===== src/rtl/ram_arb_pkg.sv =====
// Shared constants for the RAM port arbiter: requester IDs, default widths
// and the lock FSM encoding.
package ram_arb_pkg;
    localparam int REQ_CPU      = 0;
    localparam int REQ_DBG      = 1;
    localparam int NUM_REQ      = 2;
    localparam int DEF_ADDR_W   = 12;
    localparam int DEF_DATA_W   = 32;
    localparam int DEF_MAX_LOCK = 8;

    typedef enum logic [1:0] {
        UNLOCKED = 2'd0,
        LOCKED   = 2'd1,
        FORCED   = 2'd2
    } lock_state_e;
endpackage


===== src/rtl/ram_port_arbiter_if.sv =====
// Requester-side bus of the RAM port arbiter: request, grant and read
// response for the CPU (0) and debug (1) requesters.
interface ram_port_arbiter_if #(
    parameter int ADDR_WIDTH = 12,
    parameter int DATA_WIDTH = 32
);
    logic                  i_req0_valid, i_req1_valid;
    logic                  i_req0_we, i_req1_we;
    logic [ADDR_WIDTH-1:0] i_req0_addr, i_req1_addr;
    logic [DATA_WIDTH-1:0] i_req0_wdata, i_req1_wdata;
    logic                  i_req1_lock;
    logic                  o_req0_ready, o_req1_ready;
    logic                  o_req0_rvalid, o_req1_rvalid;
    logic [DATA_WIDTH-1:0] o_req0_rdata, o_req1_rdata;

    modport master (
        output i_req0_valid, i_req0_we, i_req0_addr, i_req0_wdata,
        output i_req1_valid, i_req1_we, i_req1_addr, i_req1_wdata, i_req1_lock,
        input  o_req0_ready, o_req1_ready, o_req0_rvalid, o_req1_rvalid,
        input  o_req0_rdata, o_req1_rdata
    );

    modport slave (
        input  i_req0_valid, i_req0_we, i_req0_addr, i_req0_wdata,
        input  i_req1_valid, i_req1_we, i_req1_addr, i_req1_wdata, i_req1_lock,
        output o_req0_ready, o_req1_ready, o_req0_rvalid, o_req1_rvalid,
        output o_req0_rdata, o_req1_rdata
    );
endinterface


===== src/rtl/ram_arb_grant.sv =====
// Round-robin grant with a bounded debug lock. FORCED is the single cycle
// in which the CPU is served after the debug unit used up its lock budget.
module ram_arb_grant
    import ram_arb_pkg::*;
#(
    parameter int MAX_LOCK = DEF_MAX_LOCK
) (
    input  logic               i_clk,
    input  logic               i_rst_n,
    input  logic [NUM_REQ-1:0] valid,
    input  logic               lock,
    output logic [NUM_REQ-1:0] grant
);
    lock_state_e state, state_nxt;
    logic [7:0]  lock_cnt, cnt_nxt;
    logic [8:0]  cnt_inc;
    logic        last_grant, last_nxt;

    always_comb begin
        grant     = '0;
        state_nxt = UNLOCKED;
        cnt_nxt   = '0;
        last_nxt  = last_grant;
        cnt_inc   = {1'b0, lock_cnt} + 9'(valid[REQ_CPU]);
        unique case (state)
            LOCKED: grant[REQ_DBG] = valid[REQ_DBG];
            FORCED: begin
                grant[REQ_CPU] = valid[REQ_CPU];
                grant[REQ_DBG] = valid[REQ_DBG] & ~valid[REQ_CPU];
            end
            default: grant = (&valid) ? (last_grant ? 2'b01 : 2'b10) : valid;
        endcase
        if (!i_rst_n) grant = '0;
        if (|grant) last_nxt = grant[REQ_DBG];
        // Budget only counts cycles where the CPU is actually kept waiting.
        if (state != FORCED && grant[REQ_DBG] && lock) begin
            cnt_nxt   = cnt_inc[7:0];
            state_nxt = (cnt_inc == 9'(MAX_LOCK)) ? FORCED : LOCKED;
        end
    end

    always_ff @(posedge i_clk or negedge i_rst_n) begin
        if (!i_rst_n) begin
            state      <= UNLOCKED;
            lock_cnt   <= '0;
            last_grant <= 1'b1;
        end else begin
            state      <= state_nxt;
            lock_cnt   <= cnt_nxt;
            last_grant <= last_nxt;
        end
    end
endmodule


===== src/rtl/ram_port_arbiter.sv =====
// Shares one async-read single-port RAM between CPU and debug requesters;
// muxes the granted request onto the RAM and registers read responses.
module ram_port_arbiter
    import ram_arb_pkg::*;
#(
    parameter int ADDR_WIDTH = DEF_ADDR_W,
    parameter int DATA_WIDTH = DEF_DATA_W,
    parameter int MAX_LOCK   = DEF_MAX_LOCK
) (
    input  logic                  i_clk,
    input  logic                  i_rst_n,
    ram_port_arbiter_if.slave     bus,
    output logic                  o_ram_we,
    output logic [ADDR_WIDTH-1:0] o_ram_addr,
    output logic [DATA_WIDTH-1:0] o_ram_wdata,
    input  logic [DATA_WIDTH-1:0] i_ram_rdata
);
    logic [NUM_REQ-1:0]                 valid, we, grant, rvalid_q;
    logic [NUM_REQ-1:0][ADDR_WIDTH-1:0] addr;
    logic [NUM_REQ-1:0][DATA_WIDTH-1:0] wdata, rdata_q;

    assign valid = {bus.i_req1_valid, bus.i_req0_valid};
    assign we    = {bus.i_req1_we,    bus.i_req0_we};
    assign addr  = {bus.i_req1_addr,  bus.i_req0_addr};
    assign wdata = {bus.i_req1_wdata, bus.i_req0_wdata};

    ram_arb_grant #(.MAX_LOCK(MAX_LOCK)) u_grant (
        .i_clk   (i_clk),
        .i_rst_n (i_rst_n),
        .valid   (valid),
        .lock    (bus.i_req1_lock),
        .grant   (grant)
    );

    // Grant is one-hot or zero, so an OR-style scan is a clean mux.
    always_comb begin
        o_ram_we    = 1'b0;
        o_ram_addr  = '0;
        o_ram_wdata = '0;
        for (int i = 0; i < NUM_REQ; i++) begin
            if (grant[i]) begin
                o_ram_we    = we[i];
                o_ram_addr  = addr[i];
                o_ram_wdata = wdata[i];
            end
        end
    end

    always_ff @(posedge i_clk or negedge i_rst_n) begin
        if (!i_rst_n) begin
            rvalid_q <= '0;
            rdata_q  <= '0;
        end else begin
            for (int i = 0; i < NUM_REQ; i++) begin
                rvalid_q[i] <= grant[i] & ~we[i];
                if (grant[i] && !we[i]) rdata_q[i] <= i_ram_rdata;
            end
        end
    end

    assign bus.o_req0_ready  = grant[REQ_CPU];
    assign bus.o_req1_ready  = grant[REQ_DBG];
    assign bus.o_req0_rvalid = rvalid_q[REQ_CPU];
    assign bus.o_req1_rvalid = rvalid_q[REQ_DBG];
    assign bus.o_req0_rdata  = rdata_q[REQ_CPU];
    assign bus.o_req1_rdata  = rdata_q[REQ_DBG];
endmodule


===== src/flat_wrapper.sv =====
// flat-port wrapper written by rule: the top's interface ports become plain ports
module ram_port_arbiter_flat import ram_arb_pkg::*;
#(
    parameter int ADDR_WIDTH = DEF_ADDR_W,
    parameter int DATA_WIDTH = DEF_DATA_W,
    parameter int MAX_LOCK   = DEF_MAX_LOCK
)
  (i_clk, i_rst_n, o_ram_we, o_ram_addr, o_ram_wdata, i_ram_rdata, bus_i_req0_valid, bus_i_req0_we, bus_i_req0_addr, bus_i_req0_wdata, bus_i_req1_valid, bus_i_req1_we, bus_i_req1_addr, bus_i_req1_wdata, bus_i_req1_lock, bus_o_req0_ready, bus_o_req1_ready, bus_o_req0_rvalid, bus_o_req1_rvalid, bus_o_req0_rdata, bus_o_req1_rdata);
  ram_port_arbiter_if #(.ADDR_WIDTH(ADDR_WIDTH), .DATA_WIDTH(DATA_WIDTH)) bus_i ();
  input  logic i_clk;
  input  logic i_rst_n;
  output logic o_ram_we;
  output logic [ADDR_WIDTH-1:0] o_ram_addr;
  output logic [DATA_WIDTH-1:0] o_ram_wdata;
  input  logic [DATA_WIDTH-1:0] i_ram_rdata;
  input wire logic [$bits(bus_i.i_req0_valid)-1:0] bus_i_req0_valid;
  input wire logic [$bits(bus_i.i_req0_we)-1:0] bus_i_req0_we;
  input wire logic [$bits(bus_i.i_req0_addr)-1:0] bus_i_req0_addr;
  input wire logic [$bits(bus_i.i_req0_wdata)-1:0] bus_i_req0_wdata;
  input wire logic [$bits(bus_i.i_req1_valid)-1:0] bus_i_req1_valid;
  input wire logic [$bits(bus_i.i_req1_we)-1:0] bus_i_req1_we;
  input wire logic [$bits(bus_i.i_req1_addr)-1:0] bus_i_req1_addr;
  input wire logic [$bits(bus_i.i_req1_wdata)-1:0] bus_i_req1_wdata;
  input wire logic [$bits(bus_i.i_req1_lock)-1:0] bus_i_req1_lock;
  output wire logic [$bits(bus_i.o_req0_ready)-1:0] bus_o_req0_ready;
  output wire logic [$bits(bus_i.o_req1_ready)-1:0] bus_o_req1_ready;
  output wire logic [$bits(bus_i.o_req0_rvalid)-1:0] bus_o_req0_rvalid;
  output wire logic [$bits(bus_i.o_req1_rvalid)-1:0] bus_o_req1_rvalid;
  output wire logic [$bits(bus_i.o_req0_rdata)-1:0] bus_o_req0_rdata;
  output wire logic [$bits(bus_i.o_req1_rdata)-1:0] bus_o_req1_rdata;
  assign bus_i.i_req0_valid = bus_i_req0_valid;
  assign bus_i.i_req0_we = bus_i_req0_we;
  assign bus_i.i_req0_addr = bus_i_req0_addr;
  assign bus_i.i_req0_wdata = bus_i_req0_wdata;
  assign bus_i.i_req1_valid = bus_i_req1_valid;
  assign bus_i.i_req1_we = bus_i_req1_we;
  assign bus_i.i_req1_addr = bus_i_req1_addr;
  assign bus_i.i_req1_wdata = bus_i_req1_wdata;
  assign bus_i.i_req1_lock = bus_i_req1_lock;
  assign bus_o_req0_ready = bus_i.o_req0_ready;
  assign bus_o_req1_ready = bus_i.o_req1_ready;
  assign bus_o_req0_rvalid = bus_i.o_req0_rvalid;
  assign bus_o_req1_rvalid = bus_i.o_req1_rvalid;
  assign bus_o_req0_rdata = bus_i.o_req0_rdata;
  assign bus_o_req1_rdata = bus_i.o_req1_rdata;
  ram_port_arbiter #(.ADDR_WIDTH(ADDR_WIDTH), .DATA_WIDTH(DATA_WIDTH), .MAX_LOCK(MAX_LOCK)) u_core (.i_clk(i_clk), .i_rst_n(i_rst_n), .bus(bus_i), .o_ram_we(o_ram_we), .o_ram_addr(o_ram_addr), .o_ram_wdata(o_ram_wdata), .i_ram_rdata(i_ram_rdata));
endmodule

===== config.mk =====
export PLATFORM = sky130hd
export DESIGN_NAME = ram_port_arbiter_flat
export DESIGN_NICKNAME = d
export VERILOG_FILES = /design/src/rtl/ram_arb_pkg.sv /design/src/rtl/ram_port_arbiter_if.sv /design/src/rtl/ram_arb_grant.sv /design/src/rtl/ram_port_arbiter.sv /design/src/flat_wrapper.sv
export SDC_FILE = /design/constraint.sdc
export NUM_CORES = 1
export LEC_CHECK = 0
export ABC_AREA = 1
export CAP_MARGIN = 30
export CORE_MARGIN = 2
export CORE_UTILIZATION = 30
export CTS_CLUSTER_DIAMETER = 40
export DETAILED_ROUTE_END_ITERATION = 10
export HOLD_SLACK_MARGIN = 0.02
export PLACE_DENSITY = 0.71
export SKIP_CTS_REPAIR_TIMING = 1
export SKIP_LAST_GASP = 1
export SYNTH_ARGS = -nofsm -noshare
export SYNTH_HDL_FRONTEND = slang
export SYNTH_HIERARCHICAL = 1
export SYNTH_SLANG_ARGS = --single-unit

===== constraint.sdc =====
create_clock -name i_clk -period 1.74 [get_ports i_clk]
set_clock_uncertainty 0.05 [all_clocks]
set_input_delay 0.261 -clock i_clk [delete_from_list [all_inputs] [get_ports i_clk]]
set_output_delay 0.261 -clock i_clk [all_outputs]
set_load 0.05 [all_outputs]

# Word level (Yosys, flattened, before mapping)
# Cells that the tools add are included.
# W data, S select, Z words.
# totals
ff_bits	77
in_bits	127
elab_cells	39
# op_classes
add_sub_neg	1
n_eq_ne	4
mux	14
n_bitwise	6
reduce_logical	8
# op_table
op	count
$mux W32	2
$mux W12	2
$mux W2	5
$add A8 B1 Y9	1
$eq A9 B4 Y1 const B	1
$mux W8	1
$logic_and A1 B1 Y1	4
$pmux W1 S2	2
$and A1 B1 Y1	3
$not A1 Y1	3
$eq A2 B1 Y1 const B	1
$eq A2 B2 Y1 const B	1
$logic_not A1 Y1	2
$mux W1	2
$ne A2 B2 Y1 const B	1
$reduce_and A2 Y1	1
$reduce_or A2 Y1	1

# Logic depth before layout (Yosys ltp)
# depth
word_depth	7
depth_mapped	11
depth_no_buf	11

# Cells and area by module
# Netlist, hierarchy kept.
# by_module_without_submodules
module	n_inst	cells_each	area_each_um2	seq_area_each_um2
ram_port_arbiter	1	434	3299.4	1651.6
ram_arb_grant	1	92	690.7	276.5

# Least setup slack after synthesis
# No wires, ideal clock.
# synth_path
path_type	reg2out
start	register u_core.u_grant.state[0]
end	output o_ram_addr[0]
arrival_time_ps	2628
required_time_ps	1429
slack_ps	-1199
stages_incl_launch_ff	9
path_cell_list	dfrtp_1 > inv_1 > ha_1 > a31oi_1 > buf_4 > buf_6 > buf_6 > nand3_1 > nand2_1
# synth_via
elab_chain_cells	5
# synth_rtl
item	line_no	text
from (decl)	ram_arb_grant.sv:14	lock_state_e state, state_nxt;
from (signal assigned)	ram_arb_grant.sv:48	state <= state_nxt;
$eq A2 B2 Y1 or $eq A2 B1 Y1 (tied branches)	ram_arb_grant.sv:25	unique case (state)
$pmux W1 S2 *	ram_arb_grant.sv:25	
$mux W2 *	ram_arb_grant.sv:33	if (!i_rst_n) grant = '0;
named net bus_o_req0_ready	flat_wrapper.sv:25	output wire logic [$bits(bus_i.o_req0_ready)-1:0] bus_o_req0_ready;
$mux W12 * (2 in a row)	ram_port_arbiter.sv:41	if (grant[i]) begin
to (decl)	flat_wrapper.sv:13	output logic [ADDR_WIDTH-1:0] o_ram_addr;
# Mark *: on every way through the listed nets, which the timed path passes. The rest lies on a longest branch.

# Worst setup path after layout
# layout_path
start	register u_core.u_grant.state[1]
end	output o_ram_addr[7]
# layout_via
elab_chain_cells	5
# layout_rtl
item	line_no
$eq A2 B2 Y1 or $eq A2 B1 Y1 (tied branches)	ram_arb_grant.sv:25
$pmux W1 S2	ram_arb_grant.sv:25
$mux W2 *	ram_arb_grant.sv:33
$mux W12	ram_port_arbiter.sv:41
$mux W12 *	ram_port_arbiter.sv:41
# Every way passes the cells marked *; elsewhere a longest branch is shown, timed or not.

==> metrics.txt <==
outcome finished with violations; failing checks setup timing; syn_nets about 660; power density over the cells roughly 990 mW/mm^2; die height between 100 and 150 um; Ports 240; yosys warns 6; number of fillers in the final layout roughly 1100; CP Cell Sequence ha_4 -> inv_4 -> nand2_4 -> a31oi_4 -> buf_6 -> clkbuf_16 -> nand2_1 -> nand2_4 -> buf_12; synthesized area around 0.0040 mm^2; CP Launch Type flop; Critical Path Max Stage Delay approximately 410 ps; ranking of synthesized cells by area dfrtp_1, nand2_1, nand3_1; total clock buffers created by CTS 9; Yosys top cell by area dfrtp_1; Layout Nets 924; Port Buffer Count between 200 and 250; Min-Delay Path Class in -> reg; DR DRC count 0; DR vias/cell approximately 4.8; initial antenna violation count 0; vias in the first global route about 4600; Period Utilization, post-route 139%; gpl congestion approximately 0.81; required time of the critical path ~1400 ps; core footprint between 0.01 and 0.015 mm^2; router iterations before antenna repair 4; Slew headroom 74.8%; Syn Area/Cell between 7 and 8 um^2; Max VDD drop about 0.74 mV; # rows 42; routed len/inst 17.1 um; Initial Util 30.4%; vias approximately 4700; Post-DP Area 0.00755 mm^2; kind of critical path reg -> out; fin crit period 2410 ps; setup repair after global routing missed its margin yes; post-synth top area share a little under half; unique cell type count in the Yosys netlist 25; H-tree levels 3; Hold Fails Final Rpt 0; Routed WL between 15000 and 20000 um; number of max-cap violations 0; clk_lat worst skew between 300 and 400 ps; sequential-to-total area share from yosys stat 48.3%; FF-to-FF path depth 9; worst hold path stage count 3; most frequent cells in the layout nand2_1, clkdlybuf4s50_1, buf_4, dfrtp_1, nand3_1; Final Max Tran Viols 0; CTS tree yes; ratio of cells with drive above 1 in the final layout a little under two fifths; most common library cell in the layout ignoring fill and taps nand2_1; Final Power roughly 0.0083 W; final instance area about 0.0084 mm^2; Iter 0 DRT Violations 198; die area 0.0142 mm^2; Antenna diodes 0; CTS sink cnt 77; CP arrival roughly 2100 ps; layout overhead on the synthesized area 111%; Die W around 120 um; clk root buf clkbuf_16; Cells after Synth around 530; GRT Overall Usage 20.6%; clk slew on worst S/H paths ~60 ps; gr ovfl total 0; Setup Total Neg Slack -53110 ps; Tightest Pin Transition 378 ps; dpl hpwl approximately 12000 um; most frequent CP cell nand2_4; setup violators final roughly 120; Leak a little under 4 nW; #FFs+latches synth 77; antenna-violating nets left 0; first-pass GRT wire length around 23000 um; CP max stage cell dfrtp_1; Longest Clk Path Bufs 2; endpoint class of the critical path output port; peak fanout along the critical path 8; largest net degree at the start of global routing 78; Max Clk Rate 414 MHz; Final WS setup -675 ps
report_power, final:
group / internal, W / switching (W)
clock network: 0.00109 / 0.000694
registers: 0.00217 / 0.000225
logic: 0.00152 / 0.00264
total: 0.00477 / 0.00356
layout make-up:
class                   instances  area [um^2]  share of cell area [%]
clock buffers                   9          225                    2.68
multi-input cells             389         2520                    29.9
repair buffers                290         3370                    40.0
flip-flops and latches         77         1930                    22.9
clock inverters                 5         53.8                   0.639
well taps                     176          220                    2.62
inverters                      26          105                    1.25
path summary, 6_finish.rpt:
check	slack, ps	endpoint	start
max	-670	o_ram_addr[7]	u_core/u_grant/state[1]
min	210	u_core/u_grant/last_grant	i_rst_n
max reg2reg	-400	u_core/bus.o_req0_rdata[21]	u_core/u_grant/state[1]
min reg2reg	420	u_core/bus.o_req1_rdata[20]	u_core/bus.o_req1_rdata[20]
max in group asynchronous	740	u_core/bus.o_req0_rdata[0]	i_rst_n
min in group asynchronous	340	u_core/u_grant/state[1]	i_rst_n
synth_stat cells, drive strengths merged:
| cell type | number |
|---|---|
| a21oi | 3 |
| a31oi | 2 |
| buf | 34 |
| dfrtp | 76 |
| dfstp | 1 |
| ha | 4 |
| inv | 26 |
| nand2 | 243 |
| nand3 | 117 |
| nand4 | 1 |
| nor2 | 13 |
| o211ai | 1 |
| o21ai | 3 |
| o21bai | 1 |
| xor2 | 1 |
state kept, by name, indices dropped and copies added, names as in the netlist:
register,flops
u_core/bus.o_req0_rdata,32
u_core/bus.o_req1_rdata,32
u_core/rvalid_q,2
u_core/u_grant/last_grant,1
u_core/u_grant/lock_cnt,8
u_core/u_grant/state,2
kinds of logic after synthesis:
kind of cell / Yosys count / share of synthesized area (%)
simple gates: 374 / 39.9
fa+ha+maj: 4 / 1.25
compound gates: 10 / 1.69
xor+xnor: 1 / 0.220
buf+inv: 60 / 8.65
flops: 77 / 48.3
worst max-delay path, delay by kind of cell, from the launching register on:
| kind | cells | cell delay [ps] |
|---|---|---|
| compound gates | 1 | 250 |
| fa+ha+maj | 1 | 280 |
| buf+inv | 4 | 580 |
| flops | 1 | 410 |
| simple gates | 3 | 260 |
per-stage QoR:
stage | setup WS (ps) | utilization (%) | instances | hold slack, ps
6_report | -675 | 64.1 | 972 | 210
2_1_floorplan | -487 | - | 526 | -84.6
3_3_place_gp | -482 | 57.5 | 940 | 408
5_1_grt | -739 | 64.1 | 972 | 235
4_1_cts | -727 | 59.6 | 954 | 197
3_5_place_dp | -534 | 57.5 | 940 | 412
metal layers:
metal  wire, um  track usage, %  vias to the layer above
met5          0               0                        -
met4        349            4.93                        0
met3        990            4.74                       23
met2       8860            39.2                      181
met1       6470            23.3                     2233
li1           -               -                     2215
No activity file was read; power rests on OpenSTA's default activity.
